**src/rtl/store_buffer_if.sv**
```systemverilog
// Bus bundle for the store buffer: CPU-side load/store request and
// response signals plus the data_mem port it drives.
interface store_buffer_if #(
  parameter int CNT_W = 3
);
  logic [31:0]      cpu_adr;
  logic [31:0]      cpu_wdata;
  logic             cpu_mrd;
  logic             cpu_mwr;
  logic [31:0]      cpu_rdata;
  logic             stall;
  logic             empty;
  logic [CNT_W-1:0] count;
  logic [31:0]      mem_adr;
  logic [31:0]      mem_d_in;
  logic             mem_mrd;
  logic             mem_mwr;
  logic [31:0]      mem_d_out;

  // Environment side: the CPU datapath together with data_mem.
  modport master (
    output cpu_adr, cpu_wdata, cpu_mrd, cpu_mwr, mem_d_out,
    input  cpu_rdata, stall, empty, count,
           mem_adr, mem_d_in, mem_mrd, mem_mwr
  );

  // Store buffer side.
  modport slave (
    input  cpu_adr, cpu_wdata, cpu_mrd, cpu_mwr, mem_d_out,
    output cpu_rdata, stall, empty, count,
           mem_adr, mem_d_in, mem_mrd, mem_mwr
  );
endinterface

```
**src/rtl/store_buffer.sv**
```systemverilog
// Store buffer between the datapath and data_mem. Stores are queued in a
// small FIFO and drained in program order on cycles where no load needs the
// memory port. Loads go straight to memory, with the youngest buffered store
// to the same address forwarded in place of the memory data.
module store_buffer #(
  parameter int DEPTH = 4,
  parameter int PTR_W = 2,
  parameter int CNT_W = 3
) (
  input  logic         clk,
  input  logic         rst,
  store_buffer_if.slave bus
);

  logic [31:0]      adr_q  [DEPTH];
  logic [31:0]      data_q [DEPTH];
  logic [DEPTH-1:0] valid_q;
  logic [PTR_W-1:0] head_q;
  logic [PTR_W-1:0] tail_q;
  logic [CNT_W-1:0] count_q;

  logic        full;
  logic        push;
  logic        pop;
  logic        fwd_hit;
  logic [31:0] fwd_data;

  // A full buffer refuses the store even when a drain frees a slot in the
  // same cycle; the CPU simply retries on the next cycle.
  assign full = (count_q == CNT_W'(DEPTH));
  assign push = bus.cpu_mwr && !full;
  assign pop  = !bus.cpu_mrd && (count_q != '0);

  assign bus.stall = bus.cpu_mwr && full;
  assign bus.empty = (count_q == '0);
  assign bus.count = count_q;

  // Forwarding search from oldest to youngest so the youngest match wins.
  // The entry being pushed this cycle is not yet in the array, so a load
  // issued alongside a store never sees its own store.
  always_comb begin
    // NOTE: every variable gets a default before any branch, so no latch is inferred.
    fwd_hit  = 1'b0;
    fwd_data = '0;
    for (int i = 0; i < DEPTH; i++) begin
      if (valid_q[head_q + PTR_W'(i)] && (adr_q[head_q + PTR_W'(i)] == bus.cpu_adr)) begin
        fwd_hit  = 1'b1;
        fwd_data = data_q[head_q + PTR_W'(i)];
      end
    end
  end

  // Load data: forwarded store data on a hit, memory data otherwise.
  assign bus.cpu_rdata = !bus.cpu_mrd ? 32'h0 :
                         fwd_hit      ? fwd_data : bus.mem_d_out;

  // Memory port select: loads take priority, otherwise drain the head entry.
  always_comb begin
    bus.mem_adr  = '0;
    bus.mem_d_in = '0;
    bus.mem_mrd  = 1'b0;
    bus.mem_mwr  = 1'b0;
    if (bus.cpu_mrd) begin
      bus.mem_mrd = 1'b1;
      bus.mem_adr = bus.cpu_adr;
    end else if (pop) begin
      bus.mem_mwr  = 1'b1;
      bus.mem_adr  = adr_q[head_q];
      bus.mem_d_in = data_q[head_q];
    end
  end

  // Entry payload; only meaningful while the matching valid bit is set.
  // NOTE: payload storage has no reset -- the valid bits alone decide what is live.
  always_ff @(posedge clk) begin
    if (push) begin
      adr_q[tail_q]  <= bus.cpu_adr;
      data_q[tail_q] <= bus.cpu_wdata;
    end
  end

  // Control state: pointers wrap naturally at DEPTH, count tells full from empty.
  always_ff @(posedge clk or negedge rst) begin
    if (!rst) begin
      // NOTE: sequential state uses non-blocking assignments so all registers update together.
      valid_q <= '0;
      head_q  <= '0;
      tail_q  <= '0;
      count_q <= '0;
    end else begin
      if (pop) begin
        valid_q[head_q] <= 1'b0;
        head_q          <= head_q + PTR_W'(1);
      end
      if (push) begin
        valid_q[tail_q] <= 1'b1;
        tail_q          <= tail_q + PTR_W'(1);
      end
      case ({push, pop})
        2'b10:   count_q <= count_q + CNT_W'(1);
        2'b01:   count_q <= count_q - CNT_W'(1);
        default: count_q <= count_q;
      endcase
    end
  end

endmodule

```
**src/flat_wrapper.sv**
```systemverilog
// flat-port wrapper written by rule: the top's interface ports become plain ports
module store_buffer_flat 
#(
  parameter int DEPTH = 4,
  parameter int PTR_W = 2,
  parameter int CNT_W = 3
)
  (clk, rst, bus_cpu_adr, bus_cpu_wdata, bus_cpu_mrd, bus_cpu_mwr, bus_mem_d_out, bus_cpu_rdata, bus_stall, bus_empty, bus_count, bus_mem_adr, bus_mem_d_in, bus_mem_mrd, bus_mem_mwr);
  store_buffer_if #(.CNT_W(CNT_W)) bus_i ();
  input  logic clk;
  input  logic rst;
  input wire logic [$bits(bus_i.cpu_adr)-1:0] bus_cpu_adr;
  input wire logic [$bits(bus_i.cpu_wdata)-1:0] bus_cpu_wdata;
  input wire logic [$bits(bus_i.cpu_mrd)-1:0] bus_cpu_mrd;
  input wire logic [$bits(bus_i.cpu_mwr)-1:0] bus_cpu_mwr;
  input wire logic [$bits(bus_i.mem_d_out)-1:0] bus_mem_d_out;
  output wire logic [$bits(bus_i.cpu_rdata)-1:0] bus_cpu_rdata;
  output wire logic [$bits(bus_i.stall)-1:0] bus_stall;
  output wire logic [$bits(bus_i.empty)-1:0] bus_empty;
  output wire logic [$bits(bus_i.count)-1:0] bus_count;
  output wire logic [$bits(bus_i.mem_adr)-1:0] bus_mem_adr;
  output wire logic [$bits(bus_i.mem_d_in)-1:0] bus_mem_d_in;
  output wire logic [$bits(bus_i.mem_mrd)-1:0] bus_mem_mrd;
  output wire logic [$bits(bus_i.mem_mwr)-1:0] bus_mem_mwr;
  assign bus_i.cpu_adr = bus_cpu_adr;
  assign bus_i.cpu_wdata = bus_cpu_wdata;
  assign bus_i.cpu_mrd = bus_cpu_mrd;
  assign bus_i.cpu_mwr = bus_cpu_mwr;
  assign bus_i.mem_d_out = bus_mem_d_out;
  assign bus_cpu_rdata = bus_i.cpu_rdata;
  assign bus_stall = bus_i.stall;
  assign bus_empty = bus_i.empty;
  assign bus_count = bus_i.count;
  assign bus_mem_adr = bus_i.mem_adr;
  assign bus_mem_d_in = bus_i.mem_d_in;
  assign bus_mem_mrd = bus_i.mem_mrd;
  assign bus_mem_mwr = bus_i.mem_mwr;
  store_buffer #(.DEPTH(DEPTH), .PTR_W(PTR_W), .CNT_W(CNT_W)) u_core (.clk(clk), .rst(rst), .bus(bus_i));
endmodule
```
**config.mk**
```make
export PLATFORM = sky130hd
export DESIGN_NAME = store_buffer_flat
export DESIGN_NICKNAME = d
export VERILOG_FILES = /design/src/rtl/store_buffer_if.sv /design/src/rtl/store_buffer.sv /design/src/flat_wrapper.sv
export SDC_FILE = /design/constraint.sdc
export NUM_CORES = 1
export LEC_CHECK = 0
export ABC_AREA = 1
export CAP_MARGIN = 20
export CORE_AREA = 2 2 207 209
export DETAILED_ROUTE_END_ITERATION = 10
export DIE_AREA = 0 0 209 211
export PLACE_DENSITY = 0.63
export RECOVER_POWER = 25
export SYNTH_ARGS = -nofsm -noshare
export SYNTH_HDL_FRONTEND = slang
export SYNTH_SLANG_ARGS = --single-unit
```
**constraint.sdc**
```tcl
create_clock -name clk -period 11.62 [get_ports clk]
set_clock_uncertainty 0.05 [all_clocks]
set_input_delay 1.743 -clock clk [delete_from_list [all_inputs] [get_ports clk]]
set_output_delay 1.743 -clock clk [all_outputs]
set_load 0.01 [all_outputs]
```
==> impl_metrics.yaml <==
run_status:
  status: "finished clean"
timing:
  hold_viol_final: 0
  maxClockFrequency_ghz: 0.104
  setup_viol_count_final: 0
  finalHoldWorstSlack_ns: 0.470
  rsz0062_at_grt: "no"
  maxSlewViolCount: 0
  min_period_over_period_pct: 82.7
  worst_pin_slew_ns: 1.05
  finalSetupTns_ns: 0
  worst_slew_margin_rel_pct: 29.9
  fin_crit_ns: 9.61
  timing.final.ws_setup_ns: 2.01
die:
  io-pin-count: 203
  horizontal_die_dimension_um: 209
  std_cell_rows: 75
  dieArea_um2: 44100
  height_of_the_die_um: 211
  core_region_area_um2: 41800
  initial_core_util_pct: 44.6
place:
  gp_congestion: 0.947
  place_hpwl_um: 40800
  detailedPlace.worstSlack_ns: 2.49
  place_inst: 3293
  number_of_input_and_output_port_buffers_inserted: 202
power:
  power.clock.fraction_pct: 16.7
  vdd_drop_max_v: 0.000190
  power.leakage_nw: 9.56
  power_frac_seq_pct: 23.3
  combPwrFrac_pct: 60.0
  net-switching-power_mw: 3.01
  internal_power_mw: 2.96
  power_density_nw_per_um2: 273
  power_switching_share_pct: 50.4
clock_tree:
  tritoncts: "done"
  cts-htree-levels: 2
  cts_root_buffer: "sky130_fd_sc_hd__clkbuf_16"
  post_cts_buffers: 0
  cts-root-to-sink-buffers: 3
  holdBufCountCts: 0
  worstSkewPairLatency_ns: 0.55
  number_of_buffers_added_by_the_clock_tree_synthesis_step: 34
  tritoncts_num_sinks: 267
  cts_resized: 0
  path_clk_slew_ns: 0.05
global_route:
  groute.usage.overall_pct: 27.9
  grt_pass1_vias: 17600
  grt_max_degree: 140
  number_of_antenna_violations_at_the_first_check_in_global_routing: 8
  grt_remaining_overflow: 0
  grt-busiest-layer: "met2"
  grt_use_met3_pct: 4.65
  met1_usage_pct: 37.8
  global_route_wire_length_before_repair_um: 96000
  met2_track_demand_over_resource_in_global_routing_pct: 44.6
hold_path:
  min_path_cells: 2
  hold_path_class: "reg -> reg"
detailed_routing:
  route.detailed.wl_per_inst_um: 18.6
  drc: 0
  total_via_count_in_the_routed_design: 18900
  ant_nets: 0
  route.detailed.vias_per_inst: 5.64
  drt_first_iter_violations: 2112
  detailedRoute.firstPassIterationCount: 6
  wl_um: 62500
synth:
  syn_area_um2: 18600
  netlist-cell-type-count: 31
  synthesis.area_per_instance_um2: 6.92
  net_count_of_the_mapped_netlist: 2800
  synth-warning-count: 0
  synth_sequential_area_ratio_pct: 42.8
  post_synth_inst_count: 2690
  postSynthRegisterBits: 267
critical_path:
  arrival_ns: 7.82
  worstPathMaxFanout: 121
  worst-endpoint-required_ns: 9.83
  crit_type: "reg -> out"
  worstSetupStartpointType: "register"
  sort_of_element_at_the_end_of_the_critical_path: "output port"
  number_of_cells_on_the_worst_reg_to_reg_path: 6
finish:
  final_cell_mix: "975 x sky130_fd_sc_hd__nand2_1, 451 x sky130_fd_sc_hd__nand3_1, 272 x sky130_fd_sc_hd__o21ai_0"
  post_route_cells_drive_above_1_share_pct: 3.37
  postLayoutCoreUtil_pct: 52.3
  final_nets: 2902
  syn_to_final_growth_pct: 17.3
  layout_commonest_cell: "sky130_fd_sc_hd__nand2_1"
  stdcell_count: 3358
job:
  max_cap_viol_count: 0
[worst paths after layout]
kind / startpoint / endpoint / slack [ns]
min reg2reg: u_core.valid_q[3] / u_core.valid_q[3] / 0.47
max reg2reg: u_core.head_q[1] / u_core.head_q[1] / 8.38
max in group asynchronous: rst / u_core.head_q[0] / 9.52
max: u_core.head_q[1] / bus_cpu_rdata[31] / 2.01
min: u_core.valid_q[3] / u_core.valid_q[3] / 0.47
min in group asynchronous: rst / u_core.bus.count[2] / 1.58
[registers in the layout (all words and copies together) (netlist names)]
name              flops
u_core.adr_q        128
u_core.data_q       128
u_core.valid_q        4
u_core.bus.count      3
u_core.head_q         2
u_core.tail_q         2
[cell type report]
cell class | count | area, um^2
timing repair buffer | 226 | 2240
multi-input combinational | 2062 | 9160
clock buffer | 45 | 923
fill | 3950 | 19900
clock inverter | 15 | 105
tap | 539 | 674
inverter | 201 | 767
antenna | 3 | 7.51
sequential | 267 | 7970
[cells in the mapped netlist]
cell type | count | area share, %
sky130_fd_sc_hd__o211ai_1 | 4 | 0.16
sky130_fd_sc_hd__inv_4 | 1 | 0.034
sky130_fd_sc_hd__nand2_2 | 5 | 0.17
sky130_fd_sc_hd__xor2_1 | 15 | 0.71
sky130_fd_sc_hd__dfrtp_1 | 11 | 1.5
sky130_fd_sc_hd__nor2_2 | 5 | 0.17
sky130_fd_sc_hd__nand3_2 | 1 | 0.054
sky130_fd_sc_hd__nand3_1 | 451 | 12
sky130_fd_sc_hd__o22ai_1 | 32 | 1.1
sky130_fd_sc_hd__inv_1 | 196 | 4.0
sky130_fd_sc_hd__and2_1 | 2 | 0.067
sky130_fd_sc_hd__fa_1 | 1 | 0.11
sky130_fd_sc_hd__buf_6 | 5 | 0.30
sky130_fd_sc_hd__nand2_1 | 975 | 20
sky130_fd_sc_hd__and2_0 | 1 | 0.034
sky130_fd_sc_hd__o21ai_0 | 272 | 7.3
sky130_fd_sc_hd__edfxtp_1 | 256 | 41
sky130_fd_sc_hd__o21ai_1 | 3 | 0.081
sky130_fd_sc_hd__nor3_1 | 1 | 0.027
sky130_fd_sc_hd__o221ai_1 | 1 | 0.047
sky130_fd_sc_hd__buf_4 | 20 | 0.81
sky130_fd_sc_hd__buf_2 | 48 | 1.3
sky130_fd_sc_hd__a21oi_1 | 101 | 2.7
sky130_fd_sc_hd__clkbuf_1 | 70 | 1.4
sky130_fd_sc_hd__nand4_1 | 8 | 0.27
sky130_fd_sc_hd__nor2_1 | 173 | 3.5
sky130_fd_sc_hd__ha_1 | 9 | 0.60
sky130_fd_sc_hd__buf_1 | 16 | 0.32
sky130_fd_sc_hd__xnor2_1 | 2 | 0.094
sky130_fd_sc_hd__inv_2 | 4 | 0.081
sky130_fd_sc_hd__buf_8 | 1 | 0.081
[kinds of logic (layout without fill, tap and decap cells)]
group	after synthesis	after routing	synth area share (%)
and+or+nand+nor	1622	1622	36.1
AOI/OAI and AO/OA	413	413	11.4
other	0	3	0
xor gates and xnor gates	17	17	0.800
DFF	267	267	42.8
adders and majority gates	10	10	0.712
buffers and inverters	361	487	8.28
[stage by stage]
stage / total power [mW] / instance area [um^2]
2_1_floorplan: 3.89 / 18600
3_3_place_gp: 4.83 / 20800
3_5_place_dp: 4.89 / 20800
4_1_cts: 5.91 / 21800
5_1_grt: 6.46 / 21800
6_report: 5.97 / 21800
[critical path, cell delays in order, from the launching register on]
cell and delay, ns:
sky130_fd_sc_hd__dfrtp_2 0.34, sky130_fd_sc_hd__buf_4 0.70, sky130_fd_sc_hd__inv_6 0.45, sky130_fd_sc_hd__ha_2 0.53, sky130_fd_sc_hd__buf_4 0.69, sky130_fd_sc_hd__inv_4 0.51, sky130_fd_sc_hd__buf_4 0.43, sky130_fd_sc_hd__buf_16 0.25
sky130_fd_sc_hd__nand3_1 0.13, sky130_fd_sc_hd__nand2_1 0.11, sky130_fd_sc_hd__nand2_1 0.10, sky130_fd_sc_hd__nand3_1 0.09, sky130_fd_sc_hd__nor2_1 0.14, sky130_fd_sc_hd__nand2_1 0.08, sky130_fd_sc_hd__nor2_1 0.15, sky130_fd_sc_hd__nand3_2 0.73
sky130_fd_sc_hd__nand2_2 0.32, sky130_fd_sc_hd__inv_2 0.27, sky130_fd_sc_hd__nand3_1 0.15, sky130_fd_sc_hd__nand2_1 0.07, sky130_fd_sc_hd__a21oi_1 0.21, sky130_fd_sc_hd__clkdlybuf4s50_1 0.58
[per-layer routing]
layer,vias to the layer above,routed length [um],part of all wire (%)
li1,9166,-,-
met1,8759,26500,42
met2,857,28100,45
met3,148,5660,9.0
met4,10,2170,3.5
met5,-,71,0.11
[power groups by stage]
stage	sequential (mW)	clock [mW]	combinational, mW
after floorplan	1.37	0	2.52
after global placement	1.40	0	3.43
after detailed placement	1.41	0	3.49
after CTS	1.39	1.01	3.50
after global routing	1.41	1.04	4.01
final	1.39	0.995	3.58
Power figures use the tool's default switching activity.
==> RTL change: new RTL, same settings <==
Reset style: synchronous (`rst`), changed in one clocked block.
--- a/src/rtl/store_buffer.sv
+++ b/src/rtl/store_buffer.sv
@@ -80,7 +80,7 @@
   end
 
   // Control state: pointers wrap naturally at DEPTH, count tells full from empty.
-  always_ff @(posedge clk or negedge rst) begin
+  always_ff @(posedge clk) begin
     if (!rst) begin
       // NOTE: sequential state uses non-blocking assignments so all registers update together.
       valid_q <= '0;
Function: differs if rst is asserted again (counterexample within 4 cycles, from zero or initial values and one cycle with rst low); with rst held inactive, the same outputs for 4 cycles.
==> RTL change against the unedited design <==
  * The run now ends with DRC left
  * Fmax increased by 9.5%
  * Core utilization increased by 2.4 points
  * Sequential power decreased by 11%
  * Setup slack improved by 0.84 ns
  * Sequential cell count increased by 2
  * Total power decreased by 15%
  * Count of clock-buffer cells in the layout decreased by 3
  * Area after synthesis increased by 6.6%
  * Sequential share of layout area decreased by 1.6 points
  * Final area increased by 4.6%
  * Wire length increased by 11%
  * Critical endpoint is now bus_cpu_rdata[5]
  * Largest power group unchanged
==> RTL change: results (changes against the unedited design) <==
\begin{tabular}{lr}
\hline
Metric & Value \\
\hline
\multicolumn{2}{l}{\textbf{Yosys}} \\
Synthesized-area fraction occupied by ao, oa, aoi and oai cells & 0.131 (+0.0169) \\
Post-synth top area share & 0.387 (-0.0255) \\
Net count of the mapped netlist & 3050 (+8.9\%) \\
Number of synthesized register bits & 269 (+0.75\%) \\
Post-synthesis cell type count & 33 (+6.5\%) \\
Main area contributors after synthesis & sky130\_fd\_sc\_hd\_\_edfxtp\_1, sky130\_fd\_sc\_hd\_\_nand2\_1, sky130\_fd\_sc\_hd\_\_nand3\_1, sky130\_fd\_sc\_hd\_\_a21oi\_1, sky130\_fd\_sc\_hd\_\_inv\_1 \\
FFs w/ async S/R, synth & 0 (-0.0412) \\
Synth top cells by count & sky130\_fd\_sc\_hd\_\_nand2\_1, sky130\_fd\_sc\_hd\_\_nand3\_1, sky130\_fd\_sc\_hd\_\_edfxtp\_1, sky130\_fd\_sc\_hd\_\_inv\_1, sky130\_fd\_sc\_hd\_\_a21oi\_1 \\
\multicolumn{2}{l}{\textbf{Worst setup path}} \\
Crit path max-delay cell type & sky130\_fd\_sc\_hd\_\_buf\_4 \\
\multicolumn{2}{l}{\textbf{Layout}} \\
Data-path buffer share of cell area in the final layout & 0.0979 (-0.00471) \\
Flip-flop and latch share of the layout cell area & 0.348 (-0.0164) \\
Total Nets Final & 3125 (+7.7\%) \\
Non-clock buffers & 228 (+0.88\%) \\
Fill cell total of the finished layout & 4010 (+1.5\%) \\
Share of final layout cell area taken by clock buffers and inverters & 0.0444 (-0.00272) \\
Fraction of layout instances using a drive strength above 1 & 0.0319 (-0.00182) \\
Number of diodes & 6 (+3) \\
Signal inverters & 261 (+30\%) \\
\multicolumn{2}{l}{\textbf{Route}} \\
Post-DR wirelength/cell & 19.4 microns (+4.3\%) \\
Remaining DRCs & 2 (+2) \\
Mean number of vias per cell & 5.76 (+2.1\%) \\
Count of TritonRoute iterations in the first routing pass & 11 (+5) \\
\multicolumn{2}{l}{\textbf{Status}} \\
Violations in the final reports & DRC \\
Status & complete, but fails checks \\
\multicolumn{2}{l}{\textbf{Power and ir drop}} \\
Leakage power & 10.1 nW (+6.0\%) \\
Flop+latch power & 1.24 mW (-11\%) \\
Clock group power & 990 uW (-0.5\%) \\
\multicolumn{2}{l}{\textbf{GRT}} \\
Maximum number of pins on one net before global-route repair & 106 (-24\%) \\
\hline
\end{tabular}
## RTL change: through the flow
| step | setup WS (ns) | cells | area, sq um | power [mW] | hold slack (ns) |
|---|---|---|---|---|---|
| after global routing | 2.36 | 3581 | 22800 | 5.44 | 0.473 |
| after CTS | 2.87 | 3578 | 22800 | 5.06 | 0.436 |
| final | 2.84 | 3584 | 22800 | 5.09 | 0.432 |
| after global placement | 3.48 | 3517 | 21800 | 4.02 | 0.426 |
| after detailed placement | 3.45 | 3518 | 21800 | 4.06 | 0.430 |
| after floorplan | 6.37 | 2940 | 19800 | 3.22 | 0.402 |
## RTL change: final timing paths
| kind | start | endpoint | slack (ns) | depth (start not counted) |
|---|---|---|---|---|
| setup / recovery | u_core.head_q[0] | bus_cpu_rdata[5] | 2.84 | 17 |
| hold / removal | u_core.valid_q[2] | u_core.valid_q[2] | 0.43 | 2 |
| setup reg to reg | u_core.head_q[0] | u_core.head_q[1] | 7.96 | 5 |
| hold reg to reg | u_core.valid_q[2] | u_core.valid_q[2] | 0.43 | 2 |
